### src/rtl/cdb_arbiter.sv
// Round-robin arbiter for the shared common data bus: one combinational grant per cycle,
// registered broadcast. Optional grant/conflict statistics under CDB_ARB_STATS_EN.
module cdb_arbiter #(
  parameter int unsigned NREQ      = 4,
  parameter int unsigned UNIT_SIZE = 8,
  parameter int unsigned WORD_SIZE = 32,
  parameter logic [UNIT_SIZE-1:0] RSV_TAG = UNIT_SIZE'(8'h7F)
) (
  input  logic                      clk,
  input  logic                      rst_n,
  input  logic                      flush,
  input  logic [NREQ-1:0]           req_valid,
  input  logic [NREQ*UNIT_SIZE-1:0] req_tag,
  input  logic [NREQ*WORD_SIZE-1:0] req_data,
  output logic [NREQ-1:0]           req_gnt,
  output logic                      cdb_valid,
  output logic [UNIT_SIZE-1:0]      cdb_tag,
  output logic [WORD_SIZE-1:0]      cdb_data,
  output logic                      err_tag,
  output logic [31:0]               stat_grants,
  output logic [31:0]               stat_conflicts
);

  localparam int unsigned PW = (NREQ > 1) ? $clog2(NREQ) : 1;
  localparam logic [PW-1:0] PTR_RST = PW'(NREQ - 1);

  logic [UNIT_SIZE-1:0] tag_arr  [NREQ];
  logic [WORD_SIZE-1:0] data_arr [NREQ];

  for (genvar g = 0; g < NREQ; g++) begin : g_split
    assign tag_arr[g]  = req_tag[g*UNIT_SIZE +: UNIT_SIZE];
    assign data_arr[g] = req_data[g*WORD_SIZE +: WORD_SIZE];
  end

  logic [PW-1:0]        ptr_q;
  logic [PW-1:0]        ptr_d;
  logic [PW-1:0]        win_idx;
  logic                 win_found;
  int unsigned          idx;
  logic [UNIT_SIZE-1:0] win_tag;
  logic [WORD_SIZE-1:0] win_data;

  logic                 cdb_valid_d;
  logic [UNIT_SIZE-1:0] cdb_tag_d;
  logic [WORD_SIZE-1:0] cdb_data_d;
  logic                 err_tag_d;

  // Search starts one past the last winner and wraps; first pending requester wins.
  always_comb begin
    win_found = 1'b0;
    win_idx   = ptr_q;
    idx       = 0;
    for (int unsigned k = 1; k <= NREQ; k++) begin
      idx = (32'(ptr_q) + k) % NREQ;
      if (!win_found && req_valid[PW'(idx)]) begin
        win_found = 1'b1;
        win_idx   = PW'(idx);
      end
    end
    if (!rst_n || flush) begin
      win_found = 1'b0;
    end
  end

  always_comb begin
    req_gnt = '0;
    if (win_found) begin
      req_gnt[win_idx] = 1'b1;
    end
  end

  assign win_tag  = tag_arr[win_idx];
  assign win_data = data_arr[win_idx];

  // Next-state: a reserved-tag grant is consumed but flagged instead of broadcast.
  always_comb begin
    ptr_d       = ptr_q;
    cdb_valid_d = 1'b0;
    cdb_tag_d   = cdb_tag;
    cdb_data_d  = cdb_data;
    err_tag_d   = 1'b0;
    if (flush) begin
      ptr_d = PTR_RST;
    end else if (win_found) begin
      ptr_d = win_idx;
      if (win_tag == RSV_TAG) begin
        err_tag_d = 1'b1;
      end else begin
        cdb_valid_d = 1'b1;
        cdb_tag_d   = win_tag;
        cdb_data_d  = win_data;
      end
    end
  end

  always_ff @(posedge clk or negedge rst_n) begin
    if (!rst_n) begin
      ptr_q     <= PTR_RST;
      cdb_valid <= 1'b0;
      cdb_tag   <= '0;
      cdb_data  <= '0;
      err_tag   <= 1'b0;
    end else begin
      ptr_q     <= ptr_d;
      cdb_valid <= cdb_valid_d;
      cdb_tag   <= cdb_tag_d;
      cdb_data  <= cdb_data_d;
      err_tag   <= err_tag_d;
    end
  end

`ifdef CDB_ARB_STATS_EN
  logic        multi_req;
  logic [31:0] stat_grants_d;
  logic [31:0] stat_conflicts_d;

  // More than one bit set: clearing the lowest set bit leaves something behind.
  assign multi_req = |(req_valid & (req_valid - NREQ'(1)));

  always_comb begin
    stat_grants_d    = stat_grants;
    stat_conflicts_d = stat_conflicts;
    if (win_found) begin
      stat_grants_d = stat_grants + 32'd1;
    end
    if (multi_req && !flush) begin
      stat_conflicts_d = stat_conflicts + 32'd1;
    end
  end

  always_ff @(posedge clk or negedge rst_n) begin
    if (!rst_n) begin
      stat_grants    <= '0;
      stat_conflicts <= '0;
    end else begin
      stat_grants    <= stat_grants_d;
      stat_conflicts <= stat_conflicts_d;
    end
  end
`else
  assign stat_grants    = '0;
  assign stat_conflicts = '0;
`endif

endmodule

### config.mk
export PLATFORM = sky130hd
export DESIGN_NAME = cdb_arbiter
export DESIGN_NICKNAME = d
export VERILOG_FILES = /design/src/rtl/cdb_arbiter.sv
export SDC_FILE = /design/constraint.sdc
export NUM_CORES = 1
export LEC_CHECK = 0
export CAP_MARGIN = 5
export CORE_ASPECT_RATIO = 0.75
export CORE_UTILIZATION = 25
export CTS_CLUSTER_SIZE = 12
export DETAILED_ROUTE_END_ITERATION = 6
export PLACE_DENSITY = 0.65
export SLEW_MARGIN = 20
export SYNTH_ARGS = -nofsm -noshare
export SYNTH_HDL_FRONTEND = slang
export SYNTH_SLANG_ARGS = --single-unit
export TNS_END_PERCENT = 5
### constraint.sdc
create_clock -name clk -period 2.68 [get_ports clk]
set_clock_uncertainty 0.1 [all_clocks]
set_input_delay 0.268 -clock clk [delete_from_list [all_inputs] [get_ports clk]]
set_output_delay 0.268 -clock clk [all_outputs]
set_load 0.01 [all_outputs]
== Word level (Yosys, flattened, before mapping) ==
Index checks and enable logic that the tools add are counted.

* Flip-flop bits (word level): 44
* Latch bits: 0
* Bits in writable memories: 0
* Bits in read-only memories: 0
* Input port bits: 167
* Output and inout bits: 110
* Word-level logic and storage cells: 65
* Memories: 0

* $add $sub $neg: 4
* Multipliers: 0
* Div/mod/pow operators: 0
* Magnitude comparators: 7
* Equality and inequality tests: 1
* Shifts and indexed selects: 0
* Muxes and demuxes: 34
* Bitwise gates (word level): 3
* Reduce and logical (&&, ||, !) cells: 11

{| class="wikitable"
|+ Operators by type and width
! kind !! number
|-
| binary-select mux 32 bit (select 2 bit) || 1
|-
| two-way mux 32 bit || 2
|-
| binary-select mux 8 bit (select 2 bit) || 1
|-
| two-way mux 1 bit || 16
|-
| two-way mux 8 bit || 2
|-
| < comparator 2 x 3 -> 1 bit, second input constant || 5
|-
| two-way mux 2 bit || 6
|-
| binary-select mux 1 bit (select 2 bit) || 4
|-
| == test 8 x 7 -> 1 bit, second input constant || 1
|-
| adder 2 x 1 -> 2 bit, second input constant || 2
|-
| adder 2 bit, second input constant || 2
|-
| logical AND 1 bit || 4
|-
| logical NOT 1 bit || 4
|-
| two-way mux 4 bit || 1
|-
| greater-or-equal comparator 3 bit, second input constant || 1
|-
| NOT 2 -> 3 bit || 1
|-
| AND reduction 3 bit || 1
|-
| demux 1 bit (select 2 bit) || 1
|-
| greater-or-equal comparator 2 x 1 -> 1 bit, second input constant || 1
|-
| NOT 1 bit || 2
|-
| nonzero test 2 bit || 1
|-
| logical OR 1 bit || 1
|}

== Logic depth before layout (Yosys ltp) ==
* Depth in word-level cells: 21
* Gate-level depth with buffers: 10
* Depth with buffers taken out: 7

== Worst setup path before layout ==
Ideal clock, no wire load.

* Kind: register to register
* Start point: register ptr_q[1]
* End point: register cdb_data[0]
* Library setup time: 0.125 ns
* Arrival time: 2.684 ns
* Required time: 2.455 ns
* Path slack: -0.229 ns
* Stages on the path, launching flop included: 9
* Buffers on the path: 2
* Period minus slack after synthesis: 2.909 ns
* Cells stage by stage: dfstp_2 o22ai_2 a221oi_4 mux4_1 nand4b_1 o21ba_1 buf_6 buf_8 mux2_4

* Longest elaborated chain between the ends: 20
* Elaborated cells on any way between the ends: 37
* Those cells by class: 4 x add/sub; 1 x eq/ne; 23 x mux; 2 x bitwise; 7 x reduce/logical

{| class="wikitable"
|+ Ends and longest elaborated chain
! item !! line !! source
|-
| from (decl) || 35 || <nowiki>logic [PW-1:0] ptr_q;</nowiki>
|-
| from (signal assigned) || 104 || <nowiki>ptr_q <= ptr_d;</nowiki>
|-
| adder 2 x 1 -> 2 bit || 54 || <nowiki>idx = (32'(ptr_q) + k) % NREQ;</nowiki>
|-
| binary-select mux 1 bit (select 2 bit) || 55 || <nowiki>if (!win_found && req_valid[PW'(idx)]) begin</nowiki>
|-
| two-way mux 1 bit (not written as such) || 55 ||
|-
| two-way mux 1 bit || 55 ||
|-
| logical NOT 1 bit || 55 ||
|-
| logical AND 1 bit || 55 ||
|-
| two-way mux 1 bit || 55 ||
|-
| logical NOT 1 bit || 55 ||
|-
| (+3 left out) || -- ||
|-
| logical AND 1 bit || 55 ||
|-
| two-way mux 2 bit || 55 ||
|-
| NOT 2 -> 3 bit (not written as such) || 72, 73 ||
|-
| binary-select mux 8 bit (select 2 bit) || 72 || <nowiki>assign win_tag = tag_arr[win_idx];</nowiki>
|-
| two-way mux 8 bit (not written as such) (2 in a row) || 72 ||
|-
| == test 8 x 7 -> 1 bit || 86 || <nowiki>if (win_tag == RSV_TAG) begin</nowiki>
|-
| NOT 1 bit (no source line) || -- ||
|-
| AND reduction 3 bit (no source line) || -- ||
|-
| to (signal assigned) || 107 || <nowiki>cdb_data <= cdb_data_d;</nowiki>
|-
| to (decl) || 18 || <nowiki>output logic [WORD_SIZE-1:0] cdb_data,</nowiki>
|}

Parallel ways exist; a longest one is shown, timed or not. The select of a mux whose other input is x is not followed.
A chain may end at the register's enable or synchronous reset.

== Worst setup path after layout ==
* Start point: register ptr_q[1]
* End point: register cdb_data[12]

The elaborated chain is that of the path after synthesis.

==> impl_metrics.json <==
{
  "status": "complete, but fails checks",
  "failed_checks": "negative setup slack",
  "reg2reg_to": "cdb_data[12]",
  "gr-total-overflow": 0,
  "clk-insertion-delay-late_ps": 280,
  "rsz0062_at_grt": "yes",
  "hold_path_class": "input port to async pin",
  "ys_seq_elements": 44,
  "die-area_mm2": 0.0150,
  "finalSetupTns_ps": -8810,
  "setup_viol": 40,
  "place_congestion": 0.810,
  "cts_buffers": 5,
  "dpl_cell_area_mm2": 0.00581,
  "seq_area_frac_synth_pct": 30.4,
  "cts_tree": "built",
  "power_density_mw_per_mm2": 558,
  "num_vias": 3566,
  "p_comb_share_pct": 51.6,
  "synth_cell_type_count": 32,
  "io-pin-count": 277,
  "drt_iter0_drc": 134,
  "chipHeight_um": 106,
  "p_sw_uw": 1060,
  "cellLeakagePower_uw": 0.00271,
  "ctsHtreeMaxLevel": 2,
  "max_freq_ghz": 0.342,
  "synth_warnings": 0,
  "fill_cells": 1364,
  "clk_pin_slew_ps": 60,
  "critPathArrivalTime_ps": 2990,
  "power_uw": 3350,
  "hpwl_mm": 9.64,
  "synthTopCellsByArea": "dfrtp_1, mux2_4, buf_4",
  "drive_above_1_share_pct": 14.9,
  "max-slew-margin-rel_pct": 61.3,
  "start_util_pct": 26.1,
  "die_w_um": 141,
  "cts_root_buf": "clkbuf_16",
  "setup_slack_ps": -242,
  "rr_startpoint": "ptr_q[1]",
  "synthCells": 408,
  "drv_slew": 0,
  "clock_sinks": 44,
  "synth_area_mm2": 0.00363,
  "track_usage_pct": 16.0,
  "fp.coreArea_mm2": 0.0139,
  "avgSynthCellArea_um2": 8.90,
  "yosysTopAreaCell": "dfrtp_1",
  "r2r_slack_ps": -240,
  "yosysTopAreaCellShare_pct": 28.9,
  "ir_drop_v": 0.000193,
  "final_nets": 792,
  "fin_cells": 821,
  "period_needed_ps": 2920,
  "clockBufferDepth": 2,
  "worstPathRequired_ps": 2750,
  "antenna_left": 0,
  "power_frac_clock_pct": 18.4,
  "cp_max_fo": 14,
  "avgViaCountPerCell": 4.34,
  "maxCapViolCount": 0,
  "hold_viol": 0,
  "intPower_uw": 2300,
  "tightest_slew_ps": 580,
  "final_area_mm2": 0.00601,
  "placed_cells": 810,
  "reg2reg_depth": 9,
  "swShare_pct": 31.5,
  "drt-pass1-iter-count": 4,
  "finalWirelength_mm": 12.3,
  "worstSetupEndpointType": "flop",
  "antenna_found_initial": 0,
  "worstSetupStartpointType": "flop",
  "grt_first_pass_wirelength_mm": 18.6,
  "wire_per_inst_um": 14.9,
  "num_rows": 37,
  "finalCoreUtilization_pct": 43.1,
  "grt_pass1_vias": 3572,
  "antenna_cells": 0,
  "drc": 0,
  "period_share_pct": 109,
  "syn_to_final_growth_pct": 65.4,
  "criticalPathCategory": "flop to flop",
  "port_buffers": 212,
  "grt_max_degree": 45,
  "power_frac_seq_pct": 30.0
}
[what timing repair did]
item / CTS / global route
setup endpoints to repair: 44 / 42
gates resized for setup: 9 / 12
pin swaps: 1 / 1
gates cloned: 0 / 0
hold buffers: 0 / 0
setup buffers: 2 / 1
[cell usage after synthesis, drive strengths merged]
cell type,instances
and3,32
o21ai,1
o41ai,1
a221oi,1
dfstp,2
o21ba,1
and2,1
mux2,40
mux4,8
buf,74
clkbuf,18
a211o,2
a31oi,33
inv,4
dfrtp,42
nand4,1
o21a,1
or2,1
o22ai,1
a21oi,1
nor2b,2
nand4b,1
nand2b,1
nor2,2
nand2,130
nor3,6
conb,1
[sequential cells by signal (all words and copies together), names as in the netlist]
signal,flops
cdb_data,32
cdb_tag,8
cdb_valid,1
err_tag,1
ptr_q,2
[power groups by stage]
stage          Combinational (uW)  Sequential [uW]  Clock (uW)
6_report                     1730             1010         616
5_1_grt                      1860             1040         672
4_1_cts                      1740             1010         647
3_5_place_dp                 1720             1010           0
3_3_place_gp                 1680             1020           0
2_1_floorplan                 810             1080           0
[routing by layer]
metal	GRT usage, %	routed length [um]	vias up
li1	-	-	1700
met2	29.4	6270	141
met4	3.18	82	0
met1	19.0	5180	1717
met3	3.56	718	8
met5	0	0	-
[per-stage QoR]
stage | hold slack [ps] | setup WS, ps
final | 12.4 | -242
after global routing | 59.3 | -350
after CTS | 42.7 | -249
after detailed placement | 355 | -613
after global placement | 353 | -493
after floorplan | -128 | -168
[critical path, stage by stage, from the launching register on]
cell,delay (ps)
dfstp_2,600
nand2_1,120
a31oi_2,220
and2_4,220
buf_12,130
mux4_2,510
nand4_1,150
o21ba_4,220
buf_12,170
mux2_2,340
[how the worst max path moves through the flow]
stage | from | to | slack (ps) | cells after the start
final | ptr_q[1] | cdb_data[12] | -240 | 9
after global routing | ptr_q[1] | cdb_data[12] | -350 | 9
after CTS | ptr_q[1] | cdb_data[12] | -250 | 9
after detailed placement | req_valid[3] | cdb_data[12] | -610 | 10
after global placement | req_valid[0] | cdb_data[16] | -490 | 10
after floorplan | ptr_q[1] | cdb_data[0] | -170 | 9
[cells in the final DEF (no fill, tap or decap), types with 2 or more instances in the layout]
master             n
dfrtp_1           42
clkdlybuf4s50_1  207
mux4_1             2
nor3_1             6
dfstp_2            2
buf_4             19
and3_1            32
nor2_1             2
mux2_4            39
a211o_1            2
clkbuf_1           2
buf_12             4
buf_6              4
nand2_1          129
dlygate4sd2_1      2
a31oi_1           32
inv_1              4
clkbuf_2           2
mux4_2             6
clkbuf_16          5
nor2b_1            2
conb_1            64
[final cells by class]
type	count	area, um^2	share of cell area, %
clock buffer	8	146	2.44
inverter	4	15.0	0.250
multi-input combinational	331	2120	35.4
tap	195	244	4.06
sequential	44	1100	18.4
timing repair buffer	239	2370	39.5
[cells by family after synthesis]
| group | after synthesis | synth area share, % |
|---|---|---|
| buf+inv | 96 | 18.2 |
| flops | 44 | 30.4 |
| simple gates | 177 | 21.3 |
| mux | 48 | 21.7 |
| other cells | 1 | 0.103 |
| compound gates | 42 | 8.34 |
Note: power is estimated with default switching activity, not from simulation.
